<file path="config.mk">
export PLATFORM = sky130hd
export DESIGN_NAME = time_of_day_counter
export DESIGN_NICKNAME = d
export VERILOG_FILES = /design/src/rtl/time_of_day_counter.sv
export SDC_FILE = /design/constraint.sdc
export NUM_CORES = 1
export LEC_CHECK = 0
export ABC_CLOCK_PERIOD_IN_PS = 2740
export CORE_MARGIN = 2
export CORE_UTILIZATION = 40
export DETAILED_ROUTE_END_ITERATION = 7
export PLACE_DENSITY_LB_ADDON = 0.2
export SLEW_MARGIN = 20
export SYNTH_ARGS = -nofsm -noshare
export SYNTH_HDL_FRONTEND = slang
export SYNTH_SLANG_ARGS = --single-unit
</file>
<file path="constraint.sdc">
create_clock -name clk_in -period 2.74 [get_ports clk_in]
set_input_delay 0.411 -clock clk_in [delete_from_list [all_inputs] [get_ports clk_in]]
set_output_delay 0.411 -clock clk_in [all_outputs]
set_load 0.02 [all_outputs]
</file>
<file path="src/rtl/time_of_day_counter.sv">
// HH:MM:SS BCD time base advanced by synchronized slow_clk ticks, with a two-key hour/minute set mode.
// All state moves on the clk_in edge where tick=1 (3 edges after slow_clk rises); no backpressure.
module time_of_day_counter #(
  parameter int TICKS_PER_SEC = 10
) (
  input  logic       clk_in,
  input  logic       rst_n,
  input  logic       slow_clk,
  input  logic       key_mode_n,
  input  logic       key_inc_n,
  output logic [7:0] hour_bcd,
  output logic [7:0] min_bcd,
  output logic [7:0] sec_bcd,
  output logic [1:0] mode,
  output logic       blink,
  output logic       sec_pulse
);

  localparam int SUB_W = (TICKS_PER_SEC > 2) ? $clog2(TICKS_PER_SEC) : 1;
  localparam int HALF  = TICKS_PER_SEC / 2;
  localparam int BLK_W = (HALF > 1) ? $clog2(HALF) : 1;
  localparam logic [SUB_W-1:0] SUB_LAST = SUB_W'(TICKS_PER_SEC - 1);
  localparam logic [BLK_W-1:0] BLK_LAST = BLK_W'(HALF - 1);

  typedef enum logic [1:0] {
    RUN      = 2'b00,
    SET_HOUR = 2'b01,
    SET_MIN  = 2'b10
  } mode_e;

  logic slow_s1_q, slow_s2_q, slow_prev_q;
  logic mode_s1_q, mode_s2_q, mode_smp_q;
  logic inc_s1_q, inc_s2_q, inc_smp_q;

  logic [7:0]       hour_q, hour_d, min_q, min_d, sec_q, sec_d;
  logic [SUB_W-1:0] sub_q, sub_d;
  logic [BLK_W-1:0] blk_cnt_q, blk_cnt_d;
  mode_e            mode_q, mode_d;
  logic             blink_q, blink_d;
  logic             sec_pulse_q, sec_pulse_d;

  logic tick, mode_press, inc_press;

  // Per-digit BCD increment; returns 00 once the field sits at its last value.
  function automatic logic [7:0] bcd_inc(input logic [7:0] v, input logic [7:0] last);
    if (v == last)            return 8'h00;
    else if (v[3:0] == 4'd9)  return {v[7:4] + 4'd1, 4'd0};
    else                      return {v[7:4], v[3:0] + 4'd1};
  endfunction

  assign tick       = slow_s2_q & ~slow_prev_q;
  assign mode_press = tick & mode_smp_q & ~mode_s2_q;
  assign inc_press  = tick & inc_smp_q & ~inc_s2_q & ~mode_press;

  always_comb begin
    hour_d      = hour_q;
    min_d       = min_q;
    sec_d       = sec_q;
    sub_d       = sub_q;
    mode_d      = mode_q;
    blk_cnt_d   = blk_cnt_q;
    blink_d     = blink_q;
    sec_pulse_d = 1'b0;
    if (tick) begin
      if (mode_q != RUN && !mode_press) begin
        if (blk_cnt_q == BLK_LAST) begin
          blk_cnt_d = '0;
          blink_d   = ~blink_q;
        end else begin
          blk_cnt_d = blk_cnt_q + BLK_W'(1);
        end
      end
      case (mode_q)
        RUN: begin
          if (mode_press) begin
            mode_d    = SET_HOUR;
            blk_cnt_d = '0;
            blink_d   = 1'b1;
          end else if (sub_q == SUB_LAST) begin
            sub_d       = '0;
            sec_d       = bcd_inc(sec_q, 8'h59);
            sec_pulse_d = 1'b1;
            if (sec_q == 8'h59) begin
              min_d = bcd_inc(min_q, 8'h59);
              if (min_q == 8'h59) hour_d = bcd_inc(hour_q, 8'h23);
            end
          end else begin
            sub_d = sub_q + SUB_W'(1);
          end
        end
        SET_HOUR: begin
          if (mode_press) begin
            mode_d    = SET_MIN;
            blk_cnt_d = '0;
            blink_d   = 1'b1;
          end else if (inc_press) begin
            hour_d = bcd_inc(hour_q, 8'h23);
          end
        end
        SET_MIN: begin
          if (mode_press) begin
            mode_d    = RUN;
            sec_d     = 8'h00;
            sub_d     = '0;
            blk_cnt_d = '0;
            blink_d   = 1'b1;
          end else if (inc_press) begin
            min_d = bcd_inc(min_q, 8'h59);
          end
        end
        default: begin
          mode_d  = RUN;
          blink_d = 1'b1;
        end
      endcase
    end
  end

  always_ff @(posedge clk_in or negedge rst_n) begin
    if (!rst_n) begin
      slow_s1_q   <= 1'b0;
      slow_s2_q   <= 1'b0;
      slow_prev_q <= 1'b0;
      mode_s1_q   <= 1'b1;
      mode_s2_q   <= 1'b1;
      mode_smp_q  <= 1'b1;
      inc_s1_q    <= 1'b1;
      inc_s2_q    <= 1'b1;
      inc_smp_q   <= 1'b1;
      hour_q      <= 8'h00;
      min_q       <= 8'h00;
      sec_q       <= 8'h00;
      sub_q       <= '0;
      mode_q      <= RUN;
      blk_cnt_q   <= '0;
      blink_q     <= 1'b1;
      sec_pulse_q <= 1'b0;
    end else begin
      slow_s1_q   <= slow_clk;
      slow_s2_q   <= slow_s1_q;
      slow_prev_q <= slow_s2_q;
      mode_s1_q   <= key_mode_n;
      mode_s2_q   <= mode_s1_q;
      inc_s1_q    <= key_inc_n;
      inc_s2_q    <= inc_s1_q;
      // Keys are only looked at on ticks, which is what debounces them.
      if (tick) begin
        mode_smp_q <= mode_s2_q;
        inc_smp_q  <= inc_s2_q;
      end
      hour_q      <= hour_d;
      min_q       <= min_d;
      sec_q       <= sec_d;
      sub_q       <= sub_d;
      mode_q      <= mode_d;
      blk_cnt_q   <= blk_cnt_d;
      blink_q     <= blink_d;
      sec_pulse_q <= sec_pulse_d;
    end
  end

  assign hour_bcd  = hour_q;
  assign min_bcd   = min_q;
  assign sec_bcd   = sec_q;
  assign mode      = mode_q;
  assign blink     = blink_q;
  assign sec_pulse = sec_pulse_q;

endmodule
</file>
==> results.yml, run 1 <==
outcome:
  outcome: "finished, final reports clean"
synthesis:
  synthMuxAreaShare: 0.0279
  synth_top_family_by_area: "simple AND/OR/NAND/NOR gates"
  synth.distinct_cells: 50
  synth-simple-area-share: 0.224
  ys_async_sr_fraction: 1.00
  netlist_area_um2: 2420
  yosysWarnings: 0
  synth-compound-area-share: 0.141
  avgSynthCellArea_um2: 10.2
  synth_nets: 259
  synth-seq-cells: 44
  ys_seq_area_frac: 0.458
  syn_inst: 238
  synth_edf_count: 0
  synthXorXnorAreaFrac: 0.0284
  synth_flop_cell: "dfrtp_1"
  synthAdderAreaFrac: 0.0867
critical_path:
  cpLargestDelayFamily: "flip-flops"
  cp.arrival_ps: 1840
  cp_slowest_cell: "dfrtp_1"
  critical_path_peak_fanout: 19
  reg2reg_depth: 7
  startpoint: "mode[0]$_DFFE_PN0P_"
  worstPathCellList: "clkdlybuf4s50_1"
  max_stage_delay_ps: 800
  critPathKind: "reg -> out"
  path_buf_inv: 1
  worstSetupStartpointType: "register"
  cp_num_cells: 1
  rr_startpoint: "sub_q[1]$_DFFE_PN0P_"
  end_kind: "output port"
  critical_path_required_ps: 2330
timing:
  finalHoldViolations: 0
  rsz0062_at_grt: "false"
  timing.hold.ws_ps: 249
  fin_skew_ps: 9.12
  post-route-period-util: 0.823
  slew_viol_final: 0
  period_needed_ps: 2260
  maxSlewHeadroom: 0.376
  max_freq_mhz: 443
  worst_pin_slew_ps: 936
  finalSetupViolations: 0
  final.setup.tns_ps: 0
clocking:
  clk_pin_slew_ps: 80
  cts-root-buf: "clkbuf_8"
  htree_num_levels: 2
  cts_tree: "done"
  clk_path_buf_depth: 2
  postCtsSetupRepairBufs: 0
  cts_sinks: 44
  cts_resized: 0
  clkLatencyLatePin_ps: 300
  cts_made_buffers: 5
  ctsHoldBuffers: 0
floorplan:
  io_pins: 33
  die_y_um: 81.8
  dieArea_um2: 6700
  die_width_um: 81.8
  rows: 28
  initial_core_util: 0.412
  core_um2: 5890
final_layout:
  layout_common_cells: "37 x dfrtp_1, 31 x clkdlybuf4s50_1, 25 x nand2_1, 20 x o21ai_0, 16 x ha_1"
  syn_to_final_growth_pct: 21.3
  nNetsFinal: 295
  drive_gt1_frac: 0.135
  fillers: 562
  insertedDiodeCount: 0
  layout_commonest_cell: "dfrtp_1"
place:
  numPortBuffers: 32
  post-dp-hpwl_um: 3240
  place.gp.congestion: 0.762
hold_path:
  hp-class: "in -> async"
global_route:
  grt_pass1_wl_um: 7780
  grt_max_degree: 43
  grt.total_usage: 0.152
  grt_pass1_vias: 1689
  grt_overflow: 0
  antenna_found_initial: 0
power:
  vdd_ir_drop_max_uv: 373
  p_leak_nw: 1.34
  pwr_density_cell_nw_per_um2: 698
routing:
  viasPerCell: 5.14
  drc: 0
  vias: 1800
  wl_per_cell_um: 13.1
  drt_iter0_markers: 73
  drtAntennaViolNets: 0
  drt_pass1_iterations: 4
  wirelength_um: 4590
job:
  cap_violations: 0
layer usage:
metal  share of wire  global-route usage
met4           0.015              0.0500
met5               0                   0
met1            0.49               0.196
met3           0.037              0.0396
met2            0.45               0.249
through the flow:
step	area (um2)	instances	setup WS (ps)	power, W	utilization
5_1_grt	2940	350	395	0.00220	0.500
4_1_cts	2940	350	468	0.00208	0.500
6_report	2940	350	484	0.00205	0.500
2_1_floorplan	2420	238	665	0.00134	-
3_3_place_gp	2830	342	696	0.00156	0.481
3_5_place_dp	2830	342	659	0.00157	0.481
cells by family after synthesis:
kind of cell,after synthesis
compound gates,50
xor+xnor,7
fa+ha+maj,17
buf+inv,21
flops,44
mux,5
simple gates,94
worst reg2reg max path: cells and delay by family (launching register included):
kind	cells	cell delay, ps
and+or+nand+nor	3	790
DFF	1	410
muxes	1	300
AOI/OAI and AO/OA	1	220
adders and majority gates	1	180
buffers and inverters	1	70
state kept, by name, summed over array words and instances, names as in the netlist:
name         count
mode_s1_q        1
mode_s2_q        1
slow_prev_q      1
sec_pulse        1
min_bcd          8
mode             2
mode_smp_q       1
slow_s1_q        1
blk_cnt_q        3
inc_s1_q         1
blink            1
sub_q            4
slow_s2_q        1
inc_s2_q         1
sec_bcd          8
inc_smp_q        1
hour_bcd         8
final timing paths:
kind | endpoint | slack [ps]
max in group asynchronous | inc_smp_q$_DFFE_PN1N_ | 1790
min | sec_bcd[0]$_DFFE_PN0P_ | 250
min in group clk_in | slow_s2_q$_DFF_PN0_ | 350
max | mode[0] | 480
min reg2reg | slow_s2_q$_DFF_PN0_ | 350
max reg2reg | min_bcd[1]$_DFFE_PN0P_ | 660
layout make-up:
type | instances | area (um2) | share of cell area
clock inverter | 2 | 35.0 | 0.0119
multi-input combinational | 173 | 1230 | 0.419
inverter | 14 | 52.6 | 0.0179
sequential | 44 | 1110 | 0.377
clock buffer | 6 | 72.6 | 0.0247
tap | 75 | 93.8 | 0.0319
timing repair buffer | 36 | 345 | 0.117
Yosys cell counts (2+ instances only):
master    count  area share
nand3_1       8       0.017
nand3b_4      2       0.017
nand2b_1      4       0.010
o21ai_0      20       0.041
dfstp_2       7       0.076
a32oi_1       2      0.0072
nand4_1       5       0.013
mux2_2        2      0.0093
buf_2         3      0.0062
nor3_1        7       0.014
o41ai_2       2       0.013
nor2_1       14       0.022
inv_1        14       0.022
and2_1        3      0.0077
and3_1        4       0.010
or3_1         2      0.0052
xor2_1        5       0.018
mux2_4        3       0.019
dfrtp_1      37        0.38
nor2b_1       5       0.013
a21o_1        3      0.0093
nand3b_1      4       0.012
clkbuf_1      4      0.0062
nand2_1      25       0.039
ha_1         16       0.083
o31ai_1       8       0.025
a21oi_1       6       0.012
power by group:
group | internal, W | switching (W) | leakage (nW)
sequential | 0.000761 | 0.000161 | 0.566
combinational | 0.000299 | 0.000332 | 0.719
clock | 0.000271 | 0.000228 | 0.0552
Power figures use the tool's default switching activity.
==> inputs of run 2 (changes only) <==
Settings changed: ABC_CLOCK_PERIOD_IN_PS 2740 to 2050.
Clock period 2.74 ns to 2.05 ns, I/O delays scaled along.
==> run 2 against run 1 <==
  * Routed wire length up 5.2%
  * Critical path depth is 6 higher
  * Critical path type is now reg -> reg
  * Largest power group unchanged
  * First-iteration DRC count down 21%
  * Largest cell class unchanged
  * Cell count increased by 5.7%
  * Critical endpoint is now min_bcd[0]$_DFFE_PN0P_
  * Non-clock buffer count rose by 20
  * Flip-flop and latch count unchanged
==> results.yml, run 2 (same netlist as run 1, synthesis figures left out) <==
outcome:
  outcome: "finished, final reports clean"
routing:
  wirelength_um: 4830
  viasPerCell: 5.10
  drt_iter0_markers: 58
  drt_pass1_iterations: 4
  drc: 0
  drtAntennaViolNets: 0
  vias: 1887
  wl_per_cell_um: 13.1
final_layout:
  syn_to_final_growth_pct: 28.7
  drive_gt1_frac: 0.220
  insertedDiodeCount: 0
  final_cells: 370
  seq_area_um2: 1110
  nNetsFinal: 315
  fin_util: 0.530
  layout_commonest_cell: "dfrtp_1"
  fillers: 547
  layout_common_cells: "35 x dfrtp_1, 31 x clkdlybuf4s50_1, 25 x nand2_1, 24 x buf_4, 20 x o21ai_0"
  multi_input_area_um2: 1270
power:
  p_total_w: 0.00282
  vdd_ir_drop_max_uv: 504
  pwr_density_cell_nw_per_um2: 904
  p_leak_nw: 1.43
clocking:
  clk_pin_slew_ps: 90
  htree_num_levels: 2
  cts_sinks: 44
  ctsHoldBuffers: 0
  clkLatencyLatePin_ps: 300
  cts_tree: "done"
  cts-root-buf: "clkbuf_8"
  cts_made_buffers: 5
  clk_path_buf_depth: 2
timing:
  fin_skew_ps: 11.3
  period_needed_ps: 2020
  slew_viol_final: 0
  final.setup.tns_ps: 0
  timing.final.ws_setup_ps: 34.7
  finalHoldViolations: 0
  finalSetupViolations: 0
  post-route-period-util: 0.983
  worst_pin_slew_ps: 557
  maxSlewHeadroom: 0.628
  rsz0062_at_grt: "true"
  max_freq_mhz: 496
place:
  numPortBuffers: 32
  pre_cts_ws_ps: 21.4
  place.gp.congestion: 0.778
  numPlacedInstances: 361
  post-dp-hpwl_um: 3530
global_route:
  met2_usage: 0.276
  grt_max_degree: 45
  antenna_found_initial: 0
  grt.total_usage: 0.166
  top_usage_layer: "met2"
  grt_use_met1: 0.215
  grt_pass1_wl_um: 8570
  grt_overflow: 0
  grtUsageMet3: 0.0396
  grt_pass1_vias: 1915
critical_path:
  cp_num_cells: 7
  path_buf_inv: 1
  worstPathCellList: "inv_1, ha_2, nand3b_4, or4_4, o22ai_4, nand2_2, mux2_4"
  end_kind: "register"
  worstSetupStartpointType: "register"
  reg2reg_depth: 7
  critPathKind: "reg -> reg"
  critical_path_peak_fanout: 4
  rr_startpoint: "sub_q[1]$_DFFE_PN0P_"
  max_stage_delay_ps: 550
  r2r-end: "min_bcd[0]$_DFFE_PN0P_"
  critical_path_required_ps: 2240
  reg2reg_slack_ps: 30
  cp.arrival_ps: 2200
  cpLargestDelayFamily: "simple AND/OR/NAND/NOR gates"
  cp_slowest_cell: "or4_4"
hold_path:
  hp-class: "in -> async"
floorplan:
  dieArea_um2: 6700
  initial_core_util: 0.412
  core_um2: 5890
  io_pins: 33
  rows: 28
  die_y_um: 81.8
  die_width_um: 81.8
job:
  cap_violations: 0
[run 2: cell types whose count changed in the layout (fill, tap and decap cells not counted), moves of 2 or more]
cell     before  now
nor3_2        0    2
buf_4         4   24
ha_1         16   14
dfrtp_1      37   35
dfrtp_2       0    2
nor3_1        7    5
[run 2: per-stage QoR]
stage / area (um2) / hold WS, ps
floorplan: 2430 / 11.9
global placement: 2980 / 339
detailed placement: 2980 / 335
CTS: 3080 / 99.6
global route: 3120 / 126
finish: 3120 / 71.7
[run 2: final cells by class]
type                    instances  area share
multi-input cells             173       0.408
well taps                      75      0.0301
clock buffers                   7      0.0277
inverters                      14      0.0168
repair buffers                 56       0.159
flip-flops and latches         44       0.357
clock inverters                 1     0.00241
[run 2: what timing repair did]
| item | in CTS | in global routing |
|---|---|---|
| cloned | 0 | 0 |
| setup endpoints to repair | 1 | 10 |
| buffers inserted | 0 | 1 |
| resized for setup | 1 | 7 |
| pin swaps | 0 | 1 |
[run 2: worst max-delay path by stage]
stage	start	slack (ps)	endpoint
after global routing	sec_bcd[5]$_DFFE_PN0P_	-50	min_bcd[2]$_DFFE_PN0P_
after CTS	sec_bcd[1]$_DFFE_PN0P_	10	min_bcd[0]$_DFFE_PN0P_
after detailed placement	sec_bcd[1]$_DFFE_PN0P_	20	hour_bcd[4]$_DFFE_PN0P_
final	sub_q[1]$_DFFE_PN0P_	30	min_bcd[0]$_DFFE_PN0P_
after floorplan	sec_bcd[1]$_DFFE_PN0P_	20	min_bcd[0]$_DFFE_PN0P_
after global placement	sec_bcd[1]$_DFFE_PN0P_	60	min_bcd[1]$_DFFE_PN0P_
[run 2: worst reg2reg max path, cell delays in order, from the launching register on]
cell and delay (ps):
dfrtp_1 390, inv_1 60, ha_2 180, nand3b_4 100, or4_4 550, o22ai_4 210, nand2_2 100, mux2_4 300
[run 2: report_power, final]
group / total, W / leakage, nW / switching (W) / internal (W)
Sequential: 0.00118 / 0.563 / 0.000156 / 0.00102
Clock: 0.000576 / 0.0445 / 0.000302 / 0.000274
Combinational: 0.00106 / 0.825 / 0.000553 / 0.000511
Total: 0.00282 / 1.43 / 0.00101 / 0.00181
[run 2: layer usage]
| layer | part of all wire | wire length, um |
|---|---|---|
| met1 | 0.50 | 2430 |
| met2 | 0.46 | 2200 |
| met3 | 0.033 | 161 |
| met4 | 0.0087 | 42 |
| met5 | 0 | 0 |
